==> src/rtl/muldiv_wb_queue_if.sv <==
// ---------------------------------------------------------------------------
// muldiv_wb_queue_if
//   Bundle between the multiply/divide unit, the write-back queue and the CDB
//   arbiter.
//   Parameters: DEPTH (queue entries), ROB_IDX_WIDTH (ROB tag width).
//   Signals:
//     flush         pipeline flush towards the queue
//     in_res[1:0]   completed results, [0]=mul, [1]=div (valid on result_ready)
//     cdb_valid     head entry presented to the CDB
//     cdb_result    head result value (0 when cdb_valid=0)
//     cdb_rob_index head ROB tag (0 when cdb_valid=0)
//     cdb_grant     arbiter accepts the presented entry
//     issue_stall   reservation station must not issue
//     count         current occupancy
//     overflow_err  sticky drop indicator
//   Modports: master = producer/arbiter side, slave = the queue.
// ---------------------------------------------------------------------------
interface muldiv_wb_queue_if #(
  parameter int DEPTH         = 8,
  parameter int ROB_IDX_WIDTH = 4
);
  typedef struct packed {
    logic                     result_ready;
    logic [31:0]              result;
    logic [ROB_IDX_WIDTH-1:0] rob_index;
  } alu_result_t;

  logic                         flush;
  alu_result_t [1:0]            in_res;
  logic                         cdb_valid;
  logic [31:0]                  cdb_result;
  logic [ROB_IDX_WIDTH-1:0]     cdb_rob_index;
  logic                         cdb_grant;
  logic                         issue_stall;
  logic [$clog2(DEPTH+1)-1:0]   count;
  logic                         overflow_err;

  modport master (
    output flush, in_res, cdb_grant,
    input  cdb_valid, cdb_result, cdb_rob_index, issue_stall, count, overflow_err
  );

  modport slave (
    input  flush, in_res, cdb_grant,
    output cdb_valid, cdb_result, cdb_rob_index, issue_stall, count, overflow_err
  );
endinterface

==> src/rtl/muldiv_wb_queue.sv <==
// ---------------------------------------------------------------------------
// muldiv_wb_queue
//   In-order write-back queue between the mul/div execution unit and the CDB.
//   Accepts up to two results per cycle (slot 0 older than slot 1), presents
//   one per cycle under a valid/grant handshake, raises issue_stall when free
//   space is below STALL_THRESH, and flags dropped inputs in a sticky
//   overflow_err.
//   Ports:
//     clk  - clock, all state on posedge
//     rst  - synchronous active-high reset (priority over flush)
//     bus  - muldiv_wb_queue_if.slave (flush, in_res, cdb_*, issue_stall,
//            count, overflow_err)
//   Optional feature: define MULDIV_WBQ_BYPASS_EN to let the oldest valid
//   input drive the CDB combinationally when the queue is empty.
// ---------------------------------------------------------------------------
module muldiv_wb_queue #(
  parameter int DEPTH         = 8,
  parameter int ROB_IDX_WIDTH = 4,
  parameter int STALL_THRESH  = 6
) (
  input logic              clk,
  input logic              rst,
  muldiv_wb_queue_if.slave bus
);
  localparam int PTR_W = $clog2(DEPTH);
  localparam int CNT_W = $clog2(DEPTH + 1);
  localparam logic [CNT_W-1:0] DEPTH_C     = CNT_W'(DEPTH);
  // (DEPTH - count) < STALL_THRESH  <=>  count > DEPTH - STALL_THRESH
  localparam logic [CNT_W-1:0] STALL_LIMIT = CNT_W'(DEPTH - STALL_THRESH);

  logic [31:0]              res_mem [DEPTH];
  logic [ROB_IDX_WIDTH-1:0] tag_mem [DEPTH];

  logic [PTR_W-1:0] head_reg, tail_reg;
  logic [CNT_W-1:0] count_reg;
  logic             overflow_reg;

  logic v0, v1;
  assign v0 = bus.in_res[0].result_ready;
  assign v1 = bus.in_res[1].result_ready;

  logic fifo_valid, deq;
  assign fifo_valid = (count_reg != '0);
  assign deq        = fifo_valid && bus.cdb_grant && !bus.flush;

  logic                     byp_active, byp_take0, byp_take1;
  logic [31:0]              byp_result;
  logic [ROB_IDX_WIDTH-1:0] byp_tag;
`ifdef MULDIV_WBQ_BYPASS_EN
  // Reset is excluded so the CDB stays quiet while rst is held.
  assign byp_active = !fifo_valid && !bus.flush && !rst && (v0 || v1);
  assign byp_take0  = byp_active && bus.cdb_grant && v0;
  assign byp_take1  = byp_active && bus.cdb_grant && !v0;
  assign byp_result = v0 ? bus.in_res[0].result    : bus.in_res[1].result;
  assign byp_tag    = v0 ? bus.in_res[0].rob_index : bus.in_res[1].rob_index;
`else
  assign byp_active = 1'b0;
  assign byp_take0  = 1'b0;
  assign byp_take1  = 1'b0;
  assign byp_result = '0;
  assign byp_tag    = '0;
`endif

  // Inputs still needing storage after any bypass consumption. They are
  // compacted so the older one always lands at tail.
  logic                     w0, w1, has_first, has_second;
  logic [31:0]              first_result;
  logic [ROB_IDX_WIDTH-1:0] first_tag;
  assign w0           = v0 && !byp_take0;
  assign w1           = v1 && !byp_take1;
  assign has_first    = w0 || w1;
  assign has_second   = w0 && w1;
  assign first_result = w0 ? bus.in_res[0].result    : bus.in_res[1].result;
  assign first_tag    = w0 ? bus.in_res[0].rob_index : bus.in_res[1].rob_index;

  // Space seen by the enqueue side includes the slot freed by this cycle's dequeue.
  logic [CNT_W-1:0] room, n_wr;
  logic             wr_first, wr_second, drop;
  assign room      = DEPTH_C - (count_reg - CNT_W'(deq));
  assign wr_first  = has_first && (room != '0);
  assign wr_second = has_second && (room >= CNT_W'(2));
  assign drop      = (has_first && !wr_first) || (has_second && !wr_second);
  assign n_wr      = CNT_W'(wr_first) + CNT_W'(wr_second);

  logic [PTR_W-1:0] tail_plus1;
  assign tail_plus1 = tail_reg + PTR_W'(1);

  always_ff @(posedge clk) begin
    if (rst) begin
      head_reg     <= '0;
      tail_reg     <= '0;
      count_reg    <= '0;
      overflow_reg <= 1'b0;
    end else if (bus.flush) begin
      head_reg  <= '0;
      tail_reg  <= '0;
      count_reg <= '0;
    end else begin
      if (deq) head_reg <= head_reg + PTR_W'(1);
      tail_reg  <= tail_reg + PTR_W'(n_wr);
      count_reg <= count_reg - CNT_W'(deq) + n_wr;
      if (drop) overflow_reg <= 1'b1;
    end
  end

  // Storage has no reset; only entries between head and tail are ever read.
  always_ff @(posedge clk) begin
    if (!rst && !bus.flush) begin
      if (wr_first) begin
        res_mem[tail_reg] <= first_result;
        tag_mem[tail_reg] <= first_tag;
      end
      if (wr_second) begin
        res_mem[tail_plus1] <= bus.in_res[1].result;
        tag_mem[tail_plus1] <= bus.in_res[1].rob_index;
      end
    end
  end

  always_comb begin
    bus.cdb_valid     = fifo_valid || byp_active;
    bus.cdb_result    = '0;
    bus.cdb_rob_index = '0;
    if (fifo_valid) begin
      bus.cdb_result    = res_mem[head_reg];
      bus.cdb_rob_index = tag_mem[head_reg];
    end else if (byp_active) begin
      bus.cdb_result    = byp_result;
      bus.cdb_rob_index = byp_tag;
    end
  end

  assign bus.issue_stall  = (count_reg > STALL_LIMIT);
  assign bus.count        = count_reg;
  assign bus.overflow_err = overflow_reg;
endmodule
==> src/flat_wrapper.sv <==
// flat-port wrapper written by rule: the top's interface ports become plain ports
module muldiv_wb_queue_flat 
#(
  parameter int DEPTH         = 8,
  parameter int ROB_IDX_WIDTH = 4,
  parameter int STALL_THRESH  = 6
)
  (clk, rst, bus_flush, bus_in_res, bus_cdb_grant, bus_cdb_valid, bus_cdb_result, bus_cdb_rob_index, bus_issue_stall, bus_count, bus_overflow_err);
  muldiv_wb_queue_if #(.DEPTH(DEPTH), .ROB_IDX_WIDTH(ROB_IDX_WIDTH)) bus_i ();
  input logic clk;
  input logic rst;
  input wire logic [$bits(bus_i.flush)-1:0] bus_flush;
  input wire logic [$bits(bus_i.in_res)-1:0] bus_in_res;
  input wire logic [$bits(bus_i.cdb_grant)-1:0] bus_cdb_grant;
  output wire logic [$bits(bus_i.cdb_valid)-1:0] bus_cdb_valid;
  output wire logic [$bits(bus_i.cdb_result)-1:0] bus_cdb_result;
  output wire logic [$bits(bus_i.cdb_rob_index)-1:0] bus_cdb_rob_index;
  output wire logic [$bits(bus_i.issue_stall)-1:0] bus_issue_stall;
  output wire logic [$bits(bus_i.count)-1:0] bus_count;
  output wire logic [$bits(bus_i.overflow_err)-1:0] bus_overflow_err;
  assign bus_i.flush = bus_flush;
  assign bus_i.in_res = bus_in_res;
  assign bus_i.cdb_grant = bus_cdb_grant;
  assign bus_cdb_valid = bus_i.cdb_valid;
  assign bus_cdb_result = bus_i.cdb_result;
  assign bus_cdb_rob_index = bus_i.cdb_rob_index;
  assign bus_issue_stall = bus_i.issue_stall;
  assign bus_count = bus_i.count;
  assign bus_overflow_err = bus_i.overflow_err;
  muldiv_wb_queue #(.DEPTH(DEPTH), .ROB_IDX_WIDTH(ROB_IDX_WIDTH), .STALL_THRESH(STALL_THRESH)) u_core (.clk(clk), .rst(rst), .bus(bus_i));
endmodule
==> config.mk <==
export PLATFORM = sky130hd
export DESIGN_NAME = muldiv_wb_queue_flat
export DESIGN_NICKNAME = d
export VERILOG_FILES = /design/src/rtl/muldiv_wb_queue_if.sv /design/src/rtl/muldiv_wb_queue.sv /design/src/flat_wrapper.sv
export SDC_FILE = /design/constraint.sdc
export NUM_CORES = 1
export LEC_CHECK = 0
export BUFFER_PORTS_ARGS = -buffer_cell sky130_fd_sc_hd__clkbuf_2
export CAP_MARGIN = 20
export CORE_UTILIZATION = 56
export CTS_BUF_LIST = sky130_fd_sc_hd__clkbuf_4 sky130_fd_sc_hd__clkbuf_8
export DETAILED_ROUTE_END_ITERATION = 10
export PLACE_DENSITY = 0.75
export SETUP_SLACK_MARGIN = 0.1
export SYNTH_ARGS = -nofsm -noshare
export SYNTH_HDL_FRONTEND = slang
export SYNTH_SLANG_ARGS = --single-unit
==> constraint.sdc <==
create_clock -name clk -period 8.8 [get_ports clk]
set_input_delay 0.44 -clock clk [delete_from_list [all_inputs] [get_ports clk]]
set_output_delay 0.44 -clock clk [all_outputs]
set_load 0.05 [all_outputs]
# [Yosys cells after proc, flatten, opt, wreduce, memory -nomap -nowiden]
# Memories as Yosys holds them, arrays and structs flattened. A register that Yosys moved wholly into a read port is not among the register bits.
# Cells that the tools add are included.
[word_totals] register_bits=11 ramBits=288 input_bits=78 output_inout_bits=43 elab_cells=48 n_memories=2
[mem_list] memory="u_core.res_mem" words=8 word_bits=32 read_ports=1 rd_clocked_by_memory_dff=1 wr=2 line_no="muldiv_wb_queue.sv:31" text="logic [31:0] res_mem [DEPTH];"
[mem_list] memory="u_core.tag_mem" words=8 word_bits=4 read_ports=1 rd_clocked_by_memory_dff=1 wr=2 line_no="muldiv_wb_queue.sv:32" text="logic [ROB_IDX_WIDTH-1:0] tag_mem [DEPTH];"
[classes] add_sub_neg=7 n_lt_le_gt_ge=2 mux=14 bitwise=1 reduce_logical=18
[op_table] operator="32-bit 2-to-1 mux" count=2
[op_table] operator="3-bit 2-to-1 mux" count=4
[op_table] operator="1-bit logical AND" count=8
[op_table] operator="4-bit 2-to-1 mux" count=2
[op_table] operator="4-bit nonzero test" count=2
[op_table] operator="3-bit by 1-bit adder with 3-bit output (second input constant)" count=2
[op_table] operator="1-bit 2-to-1 mux" count=6
[op_table] operator="4-bit adder" count=1
[op_table] operator="4-bit by 2-bit greater-or-equal comparator with 1-bit output (second input constant)" count=1
[op_table] operator="4-bit by 2-bit > comparator with 1-bit output (second input constant)" count=1
[op_table] operator="1-bit zero test" count=4
[op_table] operator="4-bit by 1-bit subtractor with 4-bit output" count=1
[op_table] operator="4-bit subtractor (first input constant)" count=1
[op_table] operator="3-bit adder" count=1
[op_table] operator="1-bit by 1-bit adder with 2-bit output" count=1
[op_table] operator="1-bit logical OR" count=2
[op_table] operator="2-bit AND reduction" count=1
[op_table] operator="2-bit OR reduction" count=1
[op_table] operator="1-bit NOT" count=1

# [Logic depth before layout (Yosys ltp)]
# Gate-level depths: netlist of run 1.
[logic_depth] ltp_word=11 depth_mapped=16 ltp_nobuf=15

# [Least setup slack after synthesis of run 1]
# Ideal clock, no wire load.
[synth_timing] path_kind="register to register" startpoint="reg u_core.count_reg[1], in the netlist u_core.bus.count[1]" endpoint="mem u_core.res_mem[1][0] (enable)" arrival_time_ns=5.672 required_ns=8.316 setup_slack_ns=2.644 path_stages_with_launch=11 path_buffers=1 period_less_slack_ns=6.156 path_cell_list="dfxtp_1 -> o41ai_1 -> nor2_1 -> ha_1 -> ha_1 -> xnor2_2 -> nand3_1 -> xor2_2 -> buf_6 -> o2111ai_1 -> o31ai_1"
[synth_rtl] item="start: declaration" line_no="muldiv_wb_queue.sv:35" text="logic [CNT_W-1:0] count_reg;"
[synth_rtl] item="start signal: assignment" line_no="muldiv_wb_queue.sv:101" text="count_reg <= count_reg - CNT_W'(deq) + n_wr;"
[synth_rtl] item="end: declaration" line_no="muldiv_wb_queue.sv:31"

==> run summary, run 1 <==
The total power density per cell area came out at 237 mW/mm². The area fraction in and, or, nand and nor cells after synthesis is 2.14%. The routability congestion estimate from global placement came out at 0.751. The clock period could shrink to 4.97 ns.

The count of unique library cells instantiated by Yosys is 40. The height of the die came out at 170 µm. The total area of sequential cells came out at 0.00894 mm². In the global route stage, met1 resource usage came out at 32.6%.

The later-pin clock latency in the skew report is 0.56 ns. The width of the die is 170 µm. For this design the static power due to leakage is 6.00 nW. The share of layout cells above drive strength 1 is 49.8%. When the netlist entered floorplanning its net count stood at 1011.

The arrival time of data at the critical path endpoint is 5.23 ns. The initialized floorplan defines 61 standard-cell rows. The routed layout has 8832 vias. The highest clock rate came out at 201 MHz. The worst slew margin relative to its limit came out at 37.2%. The cell that appears most often on the critical path is ha_1.

The kind of cell with the highest combined delay along the critical path is compound AO/OA/AOI/OAI gates. The vias per cell came out at 6.01. The total area of multi-input combinational cells is 0.00661 mm². The adder-cell area share of the yosys netlist came out at 1.05%. The residual DRC count came out at 0. Among all stages on the critical path, the largest delay is contributed by o21ai_4. The instance area at placement is 0.0168 mm². The number of flip-flops under the largest register name came out at 256. The class of the worst hold path is in2reg. The repair_antennas step left the layout with diodes totalling 0. The number of global-route vias before repair is 9181.

The critical path goes through o41ai_1, nor2_1, ha_1, ha_1, ha_1, xor2_1, or3_1, o21ai_4, buf_4, o21ai_4, buf_4. The number of pins with negative max-slew slack in the final report is 0. The total design power came out at 0.00420 W. The number of design-rule violations left by the first detailed-router iteration came out at 756. Port buffering added 120 buffers. In this run the number of H-tree levels came out at 2.

The buffer levels on the longest clock path came out at 3. The post-layout utilization of the core came out at 63.8%. The ratio of final minimum period to clock period is 56.5%.

The register clock-pin slew on the reported worst setup and hold paths is 0.06 ns. The post-CTS setup-driven buffer insertion count came out at 0. The summed negative setup slack over all endpoints is 0 ns. The number of iterations in the first detailed-routing pass came out at 5. The maximum fanout along the worst path is 21. After clock tree synthesis, the flow added hold-fix buffers numbering 0. The tree is rooted in a clkbuf_8. The netlist area before placement is 0.0158 mm². The floorplan die area is 0.0289 mm². In this run the count of I/O pins placed on the die edge is 121. The number of clock sinks came out at 302. For this configuration, the core starts out at a cell density of 56.8%. The critical path required time came out at 9.06 ns. The met3 track demand over resource is 4.09%. The met2 usage came out at 42.8%.

The transition time of the tightest slew-check pin is 0.942 ns. Setup repair after global routing left no endpoint under its margin. The synthesized netlist devotes 1.69% of its cell area to compound gates. The count of final hold-check violations was 0. The count of mapped cells out of synthesis came out at 921. The number of synthesized register bits is 302. The fill cell instance count of the final layout came out at 2078. The max-capacitance violation count is 0. The run finished with clean final reports. The first-pass GRT wire length is 53500 µm. The worst setup path is captured at a register.

The post-detailed-routing wire length is 34800 µm. Once the clock tree was built, the resizer swapped 0 gates to a different size. The largest incremental delay on the critical path came out at 0.78 ns. After synthesis, the mean cell area works out to 17.1 µm². Once detailed placement completed, the half-perimeter wirelength came to 19600 µm. The initial antenna violation count is 0. The mux share of post-synthesis cell area is 35.7%. The average detailed-routed wire length per instance is 23.7 µm. The total non-filler cell area in the finished layout came out at 0.0177 mm². The number of nets with antenna violations after detailed routing is 0. The CTS tree is built.

Entering global routing, the biggest net connects 62 pins. The count of buffer and inverter cells on the critical path came out at 2. The final-stage net count is 1149.

The layout-stage area growth over the synthesis result is 12.3%. In this run the most used layer during global routing was met2. Across every metal layer, demand over resource in global routing totals 24.8%. Counting the buffers created by CTS gives 49. IR analysis of the VDD net gives a maximum drop of 218 µV.

The worst setup path is of the reg2reg kind. The area share of xor/xnor cells in the synthesized design is 0.650%. The count of synthesis-stage warnings from yosys came out at 0. The clock skew after layout came out at 0.0233 ns. The residual overflow from global routing came out at 0. The core area came out at 0.0278 mm². After synthesis, the largest family of logic cells by area is multiplexers. The total setup violations reported at the end of the flow came out at 0. The sequential-to-total area share from yosys stat came out at 56.6%. The worst setup path is launched from a register.
-- synthesized netlist by cell type, drive strengths merged --
| cell type | instances | area [µm²] |
|---|---|---|
| a21oi | 1 | 5.00 |
| o31ai | 2 | 15.0 |
| or3 | 1 | 6.26 |
| nor3b | 2 | 15.0 |
| edfxtp | 288 | 8650 |
| or4 | 1 | 7.51 |
| nand2b | 3 | 18.8 |
| fa | 2 | 40.0 |
| xnor2 | 3 | 33.8 |
| buf | 42 | 272 |
| o211ai | 8 | 143 |
| clkbuf | 14 | 52.6 |
| nor4 | 1 | 6.26 |
| o22ai | 1 | 6.26 |
| xor2 | 7 | 68.8 |
| or2 | 2 | 12.5 |
| mux4 | 72 | 1620 |
| nor2 | 52 | 195 |
| nor2b | 1 | 6.26 |
| nand3 | 2 | 10.0 |
| mux2i | 37 | 370 |
| nand2 | 5 | 18.8 |
| o21a | 1 | 7.51 |
| o21ai | 10 | 72.6 |
| o2111ai | 1 | 8.76 |
| inv | 6 | 22.5 |
| ha | 10 | 125 |
| dfxtp | 14 | 280 |
| and2 | 5 | 31.3 |
| nor3 | 2 | 10.0 |
| o41ai | 1 | 8.76 |
| mux2 | 324 | 3650 |
-- cell type report --
type	count	share of cell area, %
Sequential cell	302	50.4
Multi-Input combinational cell	557	37.3
Clock buffer	71	4.73
Timing Repair Buffer	143	4.36
Tap cell	378	2.67
Clock inverter	13	0.423
Inverter	6	0.127
-- report_power, final --
part / internal, W / switching [W]
Clock: 0.000635 / 0.000532
Combinational: 0.000399 / 0.000878
Sequential: 0.00170 / 0.0000516
-- metrics by stage --
step / instances / hold slack [ns] / setup slack [ns]
2_1_floorplan: 921 / 0.485 / 2.64
3_3_place_gp: 1386 / 0.488 / 3.92
3_5_place_dp: 1386 / 0.469 / 3.79
4_1_cts: 1470 / 0.0871 / 3.79
5_1_grt: 1470 / 0.114 / 3.54
6_report: 1470 / 0.118 / 3.83
-- final timing paths --
| check | from | end | slack (ns) | depth (start not counted) |
|---|---|---|---|---|
| max | u_core.bus.count[1] | u_core.res_mem[4][15] | 3.83 | 11 |
| min | rst | u_core.bus.overflow_err | 0.12 | 2 |
| max reg2reg | u_core.bus.count[1] | u_core.res_mem[4][15] | 3.83 | 11 |
| min reg2reg | u_core.bus.overflow_err | u_core.bus.overflow_err | 0.48 | 2 |
-- logic make-up after synthesis --
logic type / count (synthesis)
mux: 433
flops: 302
simple gates: 77
buf+inv: 62
compound gates: 25
fa+ha+maj: 12
xor+xnor: 10
-- metal layers --
layer	wire length, µm	share of wire [%]
met1	14800	43
met2	17600	51
met3	1790	5.1
met4	571	1.6
met5	0	0
-- cell usage in the layout, fill, tap and decap left out, types with 2 or more instances in the layout --
cell type and n:
nor3_1 2, dfxtp_1 11, dfxtp_4 2, mux2_2 233
ha_1 10, nor3b_1 2, nor2_1 52, mux2_1 91
fa_1 2, o21ai_0 2, edfxtp_1 288, or2_2 2
o211ai_4 6, o211ai_1 2, nand3_1 2, mux2i_1 37
o31ai_4 2, mux4_2 72, xnor2_1 2, xor2_1 6
inv_1 6, nand2_1 5, o21ai_4 8, clkinv_1 12
buf_4 23, clkbuf_4 22, and2_1 5, clkbuf_8 49
nand2b_1 3, clkbuf_2 120
No activity file was read; power rests on OpenSTA's default activity.
==> run 2: changes to the inputs <==
Settings changed: ABC_AREA from default to 1.
Clock period 8.8 ns to 4.7 ns, I/O delays scaled along.
==> run summary, run 2 <==
The run finished with clean final reports. The number of pins with negative max-slew slack in the final report is 0. OpenSTA, run right after detailed placement, puts the worst setup slack at 0.650 ns. The width of the die came out at 174 µm. The vias per cell came out at 5.84. The final layout contains routed wiring with a total length of 49100 µm.

The count of final hold-check violations was 0. The worst hold slack came out at 0.0524 ns. STA classifies the critical path endpoint as a register.

In the layout the commonest cells are nand2_1 (1000), nor2_1 (309), edfxtp_1 (288). Setup slack on the critical path of the routed design comes to 0.596 ns. By count the netlist is led by nand2_1 (1000), nor2_1 (309), edfxtp_1 (288), o21ai_0 (120), o32ai_1 (72). The count of mapped cells out of synthesis came out at 2052. For this design the static power due to leakage is 8.22 nW. The detail route stage leaves a number of antenna-violating nets equal to 0. The class of the worst hold path is in2reg.

The worst slew margin relative to its limit is 26.1%. The critical path required time came out at 4.97 ns. The H-tree generated during clock tree synthesis spans 2 levels.

After synthesis, flip-flops and latches occupy 53.6% of the total area. The height of the die is 174 µm. The number of flip-flops under the largest register name came out at 256. The routability congestion estimate from global placement is 0.846.

The net count after synthesis is 2142. The post-layout utilization of the core is 63.3%. The count of unique library cells instantiated by Yosys came out at 30. For this run, the leading register cell type out of synthesis is edfxtp_1. From synthesis to final layout, the design area changed by 10.3%.

Of the cells placed in the final design, the portion with a size suffix greater than 1 is 12.4%. The netlist area before placement is 0.0167 mm². The cell accounting for the most synthesized area is edfxtp_1. The startpoint identified for the worst register-to-register timing path is u_core.bus.count[2]. The number of buffers created by CTS is 51. The number of design-rule violations left by the first detailed-router iteration came out at 1785.

The time the worst path needs with I/O delays and setup is 4.10 ns. Pin placement for this block handled 121 I/O pins. The instance area at placement came out at 0.0173 mm². The worst setup path startpoint is u_core.bus.count[2].

The launching element type of the critical path is a register. The number of gates given a new drive strength after cts is 0. The initial core utilization came out at 57.4%.

The residual DRC count came out at 0. The clock skew after layout is 0.0148 ns. After legalization and detailed placement, the total HPWL measured 27300 µm. The floorplan die area came out at 0.0304 mm². The average detailed-routed wire length per instance is 19.4 µm. The number of global-route vias before repair is 14119. In this run the critical register-to-register path is captured at u_core.res_mem[7][25].

The most common cell in the synthesized netlist is nand2_1. The share of synthesized flip-flops with an asynchronous set or reset came out at 0%. For the worst setup path, the data arrival time is 4.38 ns.

Entering global routing, the biggest net connects 102 pins. The mean instance size in the synthesized netlist is 8.12 µm². The initial antenna violation count came to 1.

The number of clock sinks came out at 302. The core area came out at 0.0290 mm². The number of iterations in the first detailed-routing pass is 6. The setup check on the worst reg-to-reg path leaves a slack of 0.60 ns.

The count of buffers added on input and output ports is 120. Dividing total power by cell area gives a power density of 468 mW/mm². The first-pass GRT wire length is 76500 µm. The tree is rooted in a clkbuf_8.

The ratio of final minimum period to clock period is 87.3%. The residual overflow from global routing came out at 0. The max-capacitance violation count is 0. The register clock-pin slew on the reported worst setup and hold paths is 0.06 ns.

The maximum fanout along the worst path is 23. The proportion of netlist area held by the largest area contributor came out at 51.9%. During synthesis, Yosys emitted a total of 0 warnings. At the pin with the least slew margin, the transition time is 1.11 ns. The number of cells on the worst reg-to-reg path is 19.

The number of antenna diodes in the final layout is 0. TritonCTS built the clock tree. The peak supply drop is 322 µV. The final-stage net count is 2193. The number of synthesized register bits is 302. For this run, the top clock speed supported by timing is 244 MHz. By area the synthesized netlist is led by edfxtp_1 (52%), nand2_1 (23%), nor2_1 (7.0%).

The buffer levels on the longest clock path came out at 3. In this run, synthesis inferred 288 flip-flops with an integrated enable. The floorplan row count came out at 62.

Once layout is done, the placed cells without fillers occupy 0.0184 mm². The later-pin clock latency in the skew report is 0.58 ns. The critical path is of the reg2reg type.

The total setup violations reported at the end of the flow is 0. Setup repair after global routing left no endpoint under its margin. The global-route usage over all layers came out at 32.6%. The most critical setup path has its endpoint at u_core.res_mem[7][25].

The overall via count from detail_route came out at 14754. Leaving out fill and tap cells, the most frequent cell in the layout is nand2_1.
[run 2: what timing repair did]
item,in CTS,in global routing
endpoints found under the hold margin,1,0
setup buffers,0,0
hold buffers,1,0
[run 2: report_power, final]
part,internal [W],switching [W]
Sequential,0.00320,0.000123
Clock,0.00130,0.00106
Combinational,0.000782,0.00214
[run 2: logic make-up after synthesis]
kind of cell	Yosys count	share of synthesized area, %
AND/OR/NAND/NOR	1350	32.0
XOR/XNOR	3	0.158
adder cells (fa/ha/maj)	12	0.992
AO/OA/AOI/OAI	195	7.50
flip-flops	302	53.6
buffers and inverters	190	5.75
[run 2: worst min path at each step]
stage / slack [ns] / startpoint / cells past startpoint / to
6_report: 0.05 / bus_cdb_grant / 6 / u_core.head_reg[0]
5_1_grt: 0.07 / bus_in_res[61] / 3 / u_core.res_mem[2][20]
4_1_cts: 0.04 / bus_in_res[57] / 3 / u_core.res_mem[4][16]
3_5_place_dp: 0.45 / u_core.bus.overflow_err / 2 / u_core.bus.overflow_err
3_3_place_gp: 0.44 / u_core.bus.overflow_err / 2 / u_core.bus.overflow_err
2_1_floorplan: 0.38 / rst / 3 / u_core.bus.overflow_err
[run 2: metrics by stage]
step / cells / power [W] / TNS [ns]
after floorplan: 2052 / 0.00546 / -192.57
after global placement: 2432 / 0.00615 / 0
after detailed placement: 2433 / 0.00626 / 0
after CTS: 2527 / 0.00860 / 0
after global routing: 2527 / 0.00901 / 0
final: 2527 / 0.00860 / 0
[run 2: critical path, stage by stage (launching register included)]
cell	delay [ns]
dfxtp_1	0.42
inv_2	0.07
nand2_1	0.09
nor3_1	0.06
nor2_1	0.19
nand2_1	0.10
inv_1	0.11
ha_1	0.21
ha_1	0.22
inv_2	0.05
nand2_1	0.11
nand2_2	0.11
nor2_2	0.11
nand3_2	0.09
nand3_1	0.08
nand2_1	0.05
inv_1	0.07
nand2_1	0.42
o21ai_4	0.92
buf_4	0.31
[run 2: layer usage]
metal,wire length [µm],global-route usage [%]
met1,18700,43.1
met2,23400,53.4
met3,5390,5.51
met4,1600,13.0
met5,11,0
[run 2: cell type report]
cell class                      count  area [µm²]
Fill cell                        2463       10600
Sequential cell                   302        8940
Timing Repair Buffer              150         936
Multi-Input combinational cell   1560        6860
Inverter                           38         145
Clock inverter                     18        96.3
Clock buffer                       75         920
Tap cell                          384         480
